## src/rtl/jt6295_tgen.sv

```systemverilog
// jt6295_tgen: sample-timing generator for the JT6295 ADPCM core.
// Produces the sample strobe, the four quarter strobes and the per-channel
// slot strobes from the chip clock-enable. The rate comes from a fixed table,
// a programmable quarter length, or halt. A new rate is only taken at a
// sample boundary, so a rate change never produces a partial period.
module jt6295_tgen #(
    parameter  int CHANNELS = 4,
    parameter  int QW       = 8,
    parameter  int CNTW     = 16,
    localparam int CHW      = (CHANNELS > 1) ? $clog2(CHANNELS) : 1
) (
    input  logic            clk,
    input  logic            rst,
    input  logic            cen,
    input  logic [1:0]      mode,
    input  logic [QW-1:0]   qlen,
    output logic            cen_sr,
    output logic            cen_sr4,
    output logic [1:0]      phase,
    output logic            ch_cen,
    output logic [CHW-1:0]  ch_idx,
    output logic [CNTW-1:0] sr_cnt
);

    // The quarter counter must hold the fixed lengths (up to 41) even when
    // the programmable input is narrower than that.
    localparam int QCW = (QW > 6) ? QW : 6;
    localparam logic [QCW-1:0] QMIN    = QCW'(CHANNELS + 1);
    localparam logic [QCW-1:0] CH_LAST = QCW'(CHANNELS);
    localparam logic [QCW-1:0] QONE    = QCW'(1);
    localparam logic [QCW-1:0] QZERO   = '0;

    // Effective quarter length for a running mode. Programmable lengths are
    // clamped so every channel slot fits inside quarter 0.
    function automatic logic [QCW-1:0] eff_q(input logic [1:0] m, input logic [QW-1:0] ql);
        logic [QCW-1:0] ext;
        ext = QCW'(ql);
        case (m)
            2'd0:    eff_q = QCW'(41);
            2'd1:    eff_q = QCW'(33);
            default: eff_q = (ext < QMIN) ? QMIN : ext;
        endcase
    endfunction

    logic [QCW-1:0]  qcnt, qcnt_nx;
    logic [1:0]      ph, ph_nx;
    logic [1:0]      amode, amode_nx;
    logic [QCW-1:0]  q, q_nx;
    logic [QCW-1:0]  run_q;
    logic            run;
    logic            sr_nx, sr4_nx, ch_nx;
    logic [CHW-1:0]  idx_nx;
    logic [1:0]      phase_nx;
    logic [CNTW-1:0] cnt_nx;

    // Register all timing state and the strobe outputs.
    always_ff @(posedge clk or posedge rst) begin
        if (rst) begin
            qcnt    <= QZERO;
            ph      <= 2'd0;
            amode   <= 2'd0;
            q       <= QCW'(41);
            cen_sr  <= 1'b0;
            cen_sr4 <= 1'b0;
            ch_cen  <= 1'b0;
            ch_idx  <= '0;
            phase   <= 2'd0;
            sr_cnt  <= '0;
        end else begin
            qcnt    <= qcnt_nx;
            ph      <= ph_nx;
            amode   <= amode_nx;
            q       <= q_nx;
            cen_sr  <= sr_nx;
            cen_sr4 <= sr4_nx;
            ch_cen  <= ch_nx;
            ch_idx  <= idx_nx;
            phase   <= phase_nx;
            sr_cnt  <= cnt_nx;
        end
    end

    // Next-state: sample the configuration at the boundary, emit strobes and
    // advance the quarter counter on every enabled tick.
    always_comb begin
        qcnt_nx  = qcnt;
        ph_nx    = ph;
        amode_nx = amode;
        q_nx     = q;
        run_q    = q;
        run      = 1'b0;
        sr_nx    = 1'b0;
        sr4_nx   = 1'b0;
        ch_nx    = 1'b0;
        idx_nx   = ch_idx;
        phase_nx = phase;
        cnt_nx   = sr_cnt;
        if (cen) begin
            if (qcnt == QZERO && ph == 2'd0) begin
                // Halt parks the counters here, so mode is re-sampled on
                // every enabled tick while halted.
                amode_nx = mode;
                if (mode != 2'd3) begin
                    q_nx  = eff_q(mode, qlen);
                    run_q = q_nx;
                    run   = 1'b1;
                end
            end else begin
                run = 1'b1;
            end
            if (run) begin
                if (qcnt == QZERO) begin
                    sr4_nx   = 1'b1;
                    phase_nx = ph;
                    if (ph == 2'd0) begin
                        sr_nx  = 1'b1;
                        cnt_nx = sr_cnt + CNTW'(1);
                    end
                end
                if (ph == 2'd0 && qcnt >= QONE && qcnt <= CH_LAST) begin
                    ch_nx  = 1'b1;
                    idx_nx = CHW'(qcnt - QONE);
                end
                if (qcnt == run_q - QONE) begin
                    qcnt_nx = QZERO;
                    ph_nx   = ph + 2'd1;
                end else begin
                    qcnt_nx = qcnt + QONE;
                end
            end
        end
    end

endmodule
```

## config.mk

```make
export PLATFORM = sky130hd
export DESIGN_NAME = jt6295_tgen
export DESIGN_NICKNAME = d
export VERILOG_FILES = /design/src/rtl/jt6295_tgen.sv
export SDC_FILE = /design/constraint.sdc
export NUM_CORES = 1
export LEC_CHECK = 0
export CAP_MARGIN = 25
export CORE_ASPECT_RATIO = 1.75
export CORE_MARGIN = 2
export CORE_UTILIZATION = 49
export CTS_CLUSTER_DIAMETER = 80
export DETAILED_ROUTE_END_ITERATION = 8
export PLACE_DENSITY = 0.81
export SYNTH_ARGS = -nofsm -noshare
export SYNTH_HDL_FRONTEND = slang
export SYNTH_SLANG_ARGS = --single-unit
```

## constraint.sdc

```tcl
create_clock -name clk -period 3.6 [get_ports clk]
set_input_delay 0.72 -clock clk [delete_from_list [all_inputs] [get_ports clk]]
set_output_delay 0.72 -clock clk [all_outputs]
set_load 0.01 [all_outputs]
```

Yosys cells after proc, flatten, opt, wreduce, memory -nomap -nowiden
Index checks and enable logic that the tools add are counted.

Register bits: 41. Bits in latches: 0. Bits in writable memories: 0. Bits in read-only memories: 0. Bits of input ports: 13. Output and inout port bits: 23. Word-level logic and storage cells: 50. Memories kept: 0.

Add/subtract/negate cells: 5. $mul: 0. Divide/modulo/power cells: 0. Magnitude comparators: 3. Equal/unequal tests: 3. Shift operators: 0. Multiplexer cells: 19. Bitwise logic cells: 0. Reductions and logical operators: 11.

Operators by type and width (number): 8-bit two-way mux (5); 16-bit by 1-bit adder with 16-bit output (second input constant) (1); 8-bit case mux with 2 select lines (1); 1-bit two-way mux (13); 3-bit AND reduction (3); 8-bit by 1-bit adder with 8-bit output (second input constant) (1); 8-bit == test (1); 8-bit by 1-bit >= comparator with 1-bit output (second input constant) (1); 8-bit by 3-bit <= comparator with 1-bit output (second input constant) (1); 8-bit zero test (1); 8-bit by 3-bit < comparator with 1-bit output (second input constant) (1); 8-bit by 1-bit subtractor with 8-bit output (second input constant) (1); 2-bit zero test (2); 4-bit AND reduction (1); 1-bit logical AND (3); 2-bit by 1-bit adder with 2-bit output (second input constant) (1); 2-bit by 1-bit == test with 1-bit output (second input constant) (1); 2-bit inequality test (second input constant) (1); 2-bit AND reduction (1); 2-bit by 1-bit subtractor with 2-bit output (second input constant) (1).

Depth between registers and ports, before layout
Word-level depth: 9. Mapped depth: 13. Depth with buffers taken out: 12.

Least setup slack after synthesis
No wires, ideal clock.

Path kind: register to register. Start point: reg qcnt[0]. End point: reg ph[1]. Setup time: 0.125 ns. Data arrival time: 3.387 ns. Required time: 3.475 ns. Setup slack: 0.088 ns. Stages on the path, launching flop included: 13. Path buffers: 2. Period minus slack after synthesis: 3.512 ns. Cell sequence: dfrtp_1 inv_1 ha_1 or4b_1 clkbuf_1 nor3_4 mux2_4 nand3_2 or4_4 a2111oi_2 and4_1 buf_6 mux2_4.

Longest elaborated chain between the ends: 7. Elaborated cells on any way between the ends: 9. Classes of those cells: add/sub: 1; eq/ne: 1; mux: 4; reduce/logical: 3.

RTL lines: start: declaration (line 45) `logic [QCW-1:0] qcnt, qcnt_nx;`; start signal: assignment (line 70) `qcnt <= qcnt_nx;`; 8-bit zero test (line 99) `if (qcnt == QZERO && ph == 2'd0) begin`; 1-bit logical AND (line 99); 8-bit two-way mux; 8-bit two-way mux (line 98) `if (cen) begin`; 8-bit by 1-bit subtractor with 8-bit output (line 124) `if (qcnt == run_q - QONE) begin`; 8-bit == test (line 124); 3-bit AND reduction (no source line) (*); end signal: assignment (line 71) `ph <= ph_nx;`; end: declaration (line 46) `logic [1:0] ph, ph_nx;`.

Mark *: on every way between the ends. The rest lies on a longest branch, timed or not. The select of a mux whose other input is x is not followed. A chain may end at the register's enable or synchronous reset.

Final worst setup path
Start point: reg ph[1]. End point: reg ph[1].

Longest elaborated chain between the ends: 7. Elaborated cells on any way between the ends: 10. Classes of those cells: add/sub: 2; eq/ne: 1; mux: 4; reduce/logical: 3.

RTL lines (line): 2-bit zero test (99); 1-bit logical AND (99); 8-bit two-way mux; 8-bit two-way mux (98); 8-bit by 1-bit subtractor with 8-bit output (124); 8-bit == test (124); 3-bit AND reduction (no source line).

Several ways; a longest one is shown, not always the timed one. The select of a mux whose other input is x is not followed.

==> run metrics <==
CTS Hold Bufs=0; Starting Density=a little over 50%; Setup Skew=0.009747 ns; core box area=roughly 0.0047 mm²; Critical Path Start=ph[1]; Placer Congestion=0.8762; worst path cell trace=inv_1 > ha_1 > or4b_4 > nor3_4 > buf_4 > nand4_1 > and3_1 > or4_4 > a2111oi_2 > and4_1 > mux2_4; Via Count=2,094; Synth top area share=39.92%; critical path capture point type=flip-flop; largest net degree at the start of global routing=between 40 and 50; fin crit share=a little over nine tenths; Top delay family on crit path=simple AND/OR/NAND/NOR gates; DIE AREA=between 0.005 and 0.006 mm²; Nets=327; Hold Path Origin=phase[0]; static leakage=0.001341 µW; unrepaired setup endpoints after global routing=false; crit-path max FO=6; CTS clock-pin slew for the worst setup and hold paths=around 0.080 ns; cell taking the most area after synthesis=dfrtp_1; Mapped Nets=273; most frequent cells in the layout=nand2_1, dfrtp_1, clkdlybuf4s50_1, buf_4, nor2_1; Final setup viols=0; Synth cell types=54; Critical Path RT=3.79 ns; CTS tree=done; Die H=96.24 µm; GRT Residual Overflow=0; register-to-register setup slack=0.14 ns; Post-Syn Area=0.002382 mm²; io pins=36; Cells after DPL=approximately 350; post-synthesis sequential area ratio=43.22%; Slew headroom=between 50% and 60%; final total power=1802 µW; vias per cell=between 5 and 6; Setup TNS Final=0 ns; crit path DAT=3.65 ns; pwr dens=about 600 mW/mm²; WL per Instance=15.00 µm; DIE WIDTH=between 50 and 60 µm; Port Buffers=35; vias in the first global route=2,082; post-synthesis async set-or-reset flop share=100.0%; Antenna Violating Nets Remaining=0; DRT iter0 DRCs=just over 60; # diodes=0; antenna violations before repair=0; Final Hold Viols=0; Hold Crit Class=flip-flop to flip-flop; f_max=288.7 MHz; layout cells sized above 1=14.56%; Top FF cell, synth=dfrtp_1; first-pass GRT wire length=9.011 mm; yosys warns=0; status=finished, final reports clean; Initial DRT Pass Iterations=4; crit-path max cell delay=0.53 ns; Crit-path slowest cell=or4b_4; Synth Register Bits=a little over 40; reg2reg start=ph[1]; Final Critical Period=between 3 and 4 ns; gr usage total=roughly a fifth; Root Driver=clkbuf_8; Worst Max-Slew Pin Slew=~0.59 ns; Setup CP Type=flip-flop to flip-flop; CP Launch Type=flip-flop; row count=33; clock sinks=41; # Max-Cap Violations=0; number of synthesized flops with an enable pin=0; Post-Syn Instances=254; ranking of synthesized cells by area=dfrtp_1, nand2_1, xnor2_1; Worst IR Drop VDD=roughly 0.38 mV; latest clock arrival within the worst-skew pair=0.29 ns; Avg Cell Area, Syn=approximately 9.4 µm²; commonest non-fill, non-tap cell in the layout=nand2_1; CP bufs+invs=2; Area Overhead vs Synth=25.74%; Layout Cells excl Fill=361; fin. max-slew vios=0; CTS Buf Count=5; DRC=0; CTS Buffer Depth=2; H-tree Lvls=2; dpl hpwl=4.191 mm; routed wire length=5.416 mm
==> area by class of cell <==
cell class / count / area [µm²]
tap: 52 / 65.06
clock inverter: 1 / 7.507
clock buffer: 7 / 86.33
inverter: 10 / 37.54
sequential: 41 / 1030
timing repair buffer: 57 / 515.5
fill: 399 / 1670
multi-input combinational: 193 / 1254
==> timing repair <==
item | in CTS | in global routing
buffers inserted | 0 | 0
gates resized for setup | 0 | 1
setup endpoints to repair | 0 | 8
==> metrics by stage <==
step	cell area, µm²	worst slack, ns	utilization, %	hold WS (ns)
5_1_grt	2995	0.002481	64.20	0.5080
4_1_cts	2992	0.04286	64.12	0.4829
3_5_place_dp	2898	-0.1575	62.11	0.4716
3_3_place_gp	2898	-0.1156	62.11	0.4645
6_report	2995	0.1367	64.20	0.4822
2_1_floorplan	2382	0.08814	-	0.4505
==> per-layer routing <==
metal  up-vias  routed length [µm]  global-route usage, %
met1       998                1990                  22.33
met3        22                 206                  3.091
li1       1002                   -                      -
met5         -                   0                      0
met4         0                 282                  12.50
met2        72                2937                  39.63
==> Yosys cell counts (all sizes together) (3+ instances only) <==
cell	number
nand2	41
dfrtp	38
nor2	17
xnor2	16
o21ai	13
and3	11
inv	9
nand4	9
xor2	8
a31oi	6
ha	6
nand3	6
nor3	6
a21oi	5
buf	5
clkbuf	5
nand2b	5
and2	4
mux2	4
dfstp	3
mux2i	3
nor4	3
o31ai	3
==> final timing paths <==
path                        endpoint  cells past startpoint
max                            ph[1]                     11
min                         phase[0]                      2
max reg2reg                    ph[1]                     11
min reg2reg                 phase[0]                      2
max in group asynchronous       q[5]                      3
min in group asynchronous  sr_cnt[6]                      3
==> where the power goes <==
group | switching (µW) | internal [µW] | total, µW
registers | 79.1 | 570 | 649
clock network | 160 | 156 | 316
logic | 418 | 419 | 837
==> flip-flops by register name, summed over array words and instances (netlist names) <==
signal and cells:
cen_sr4 1, ph 2, sr_cnt 16, ch_idx 2
qcnt 8, q 8, ch_cen 1, phase 2
cen_sr 1
==> kinds of logic after synthesis <==
kind of cell	synth area share, %
buffers and inverters	4.306
DFF	43.22
and+or+nand+nor	25.53
adders and majority gates	3.151
muxes	3.466
xor gates and xnor gates	8.823
AOI/OAI and AO/OA	11.50
==> worst reg2reg max path, stage by stage (launching register included) <==
cell and delay [ns]:
dfrtp_1 0.41, inv_1 0.11, ha_1 0.17, or4b_4 0.53, nor3_4 0.21, buf_4 0.18, nand4_1 0.12, and3_1 0.19
or4_4 0.48, a2111oi_2 0.38, and4_1 0.28, mux2_4 0.31
Note: power is estimated with default switching activity, not from simulation.
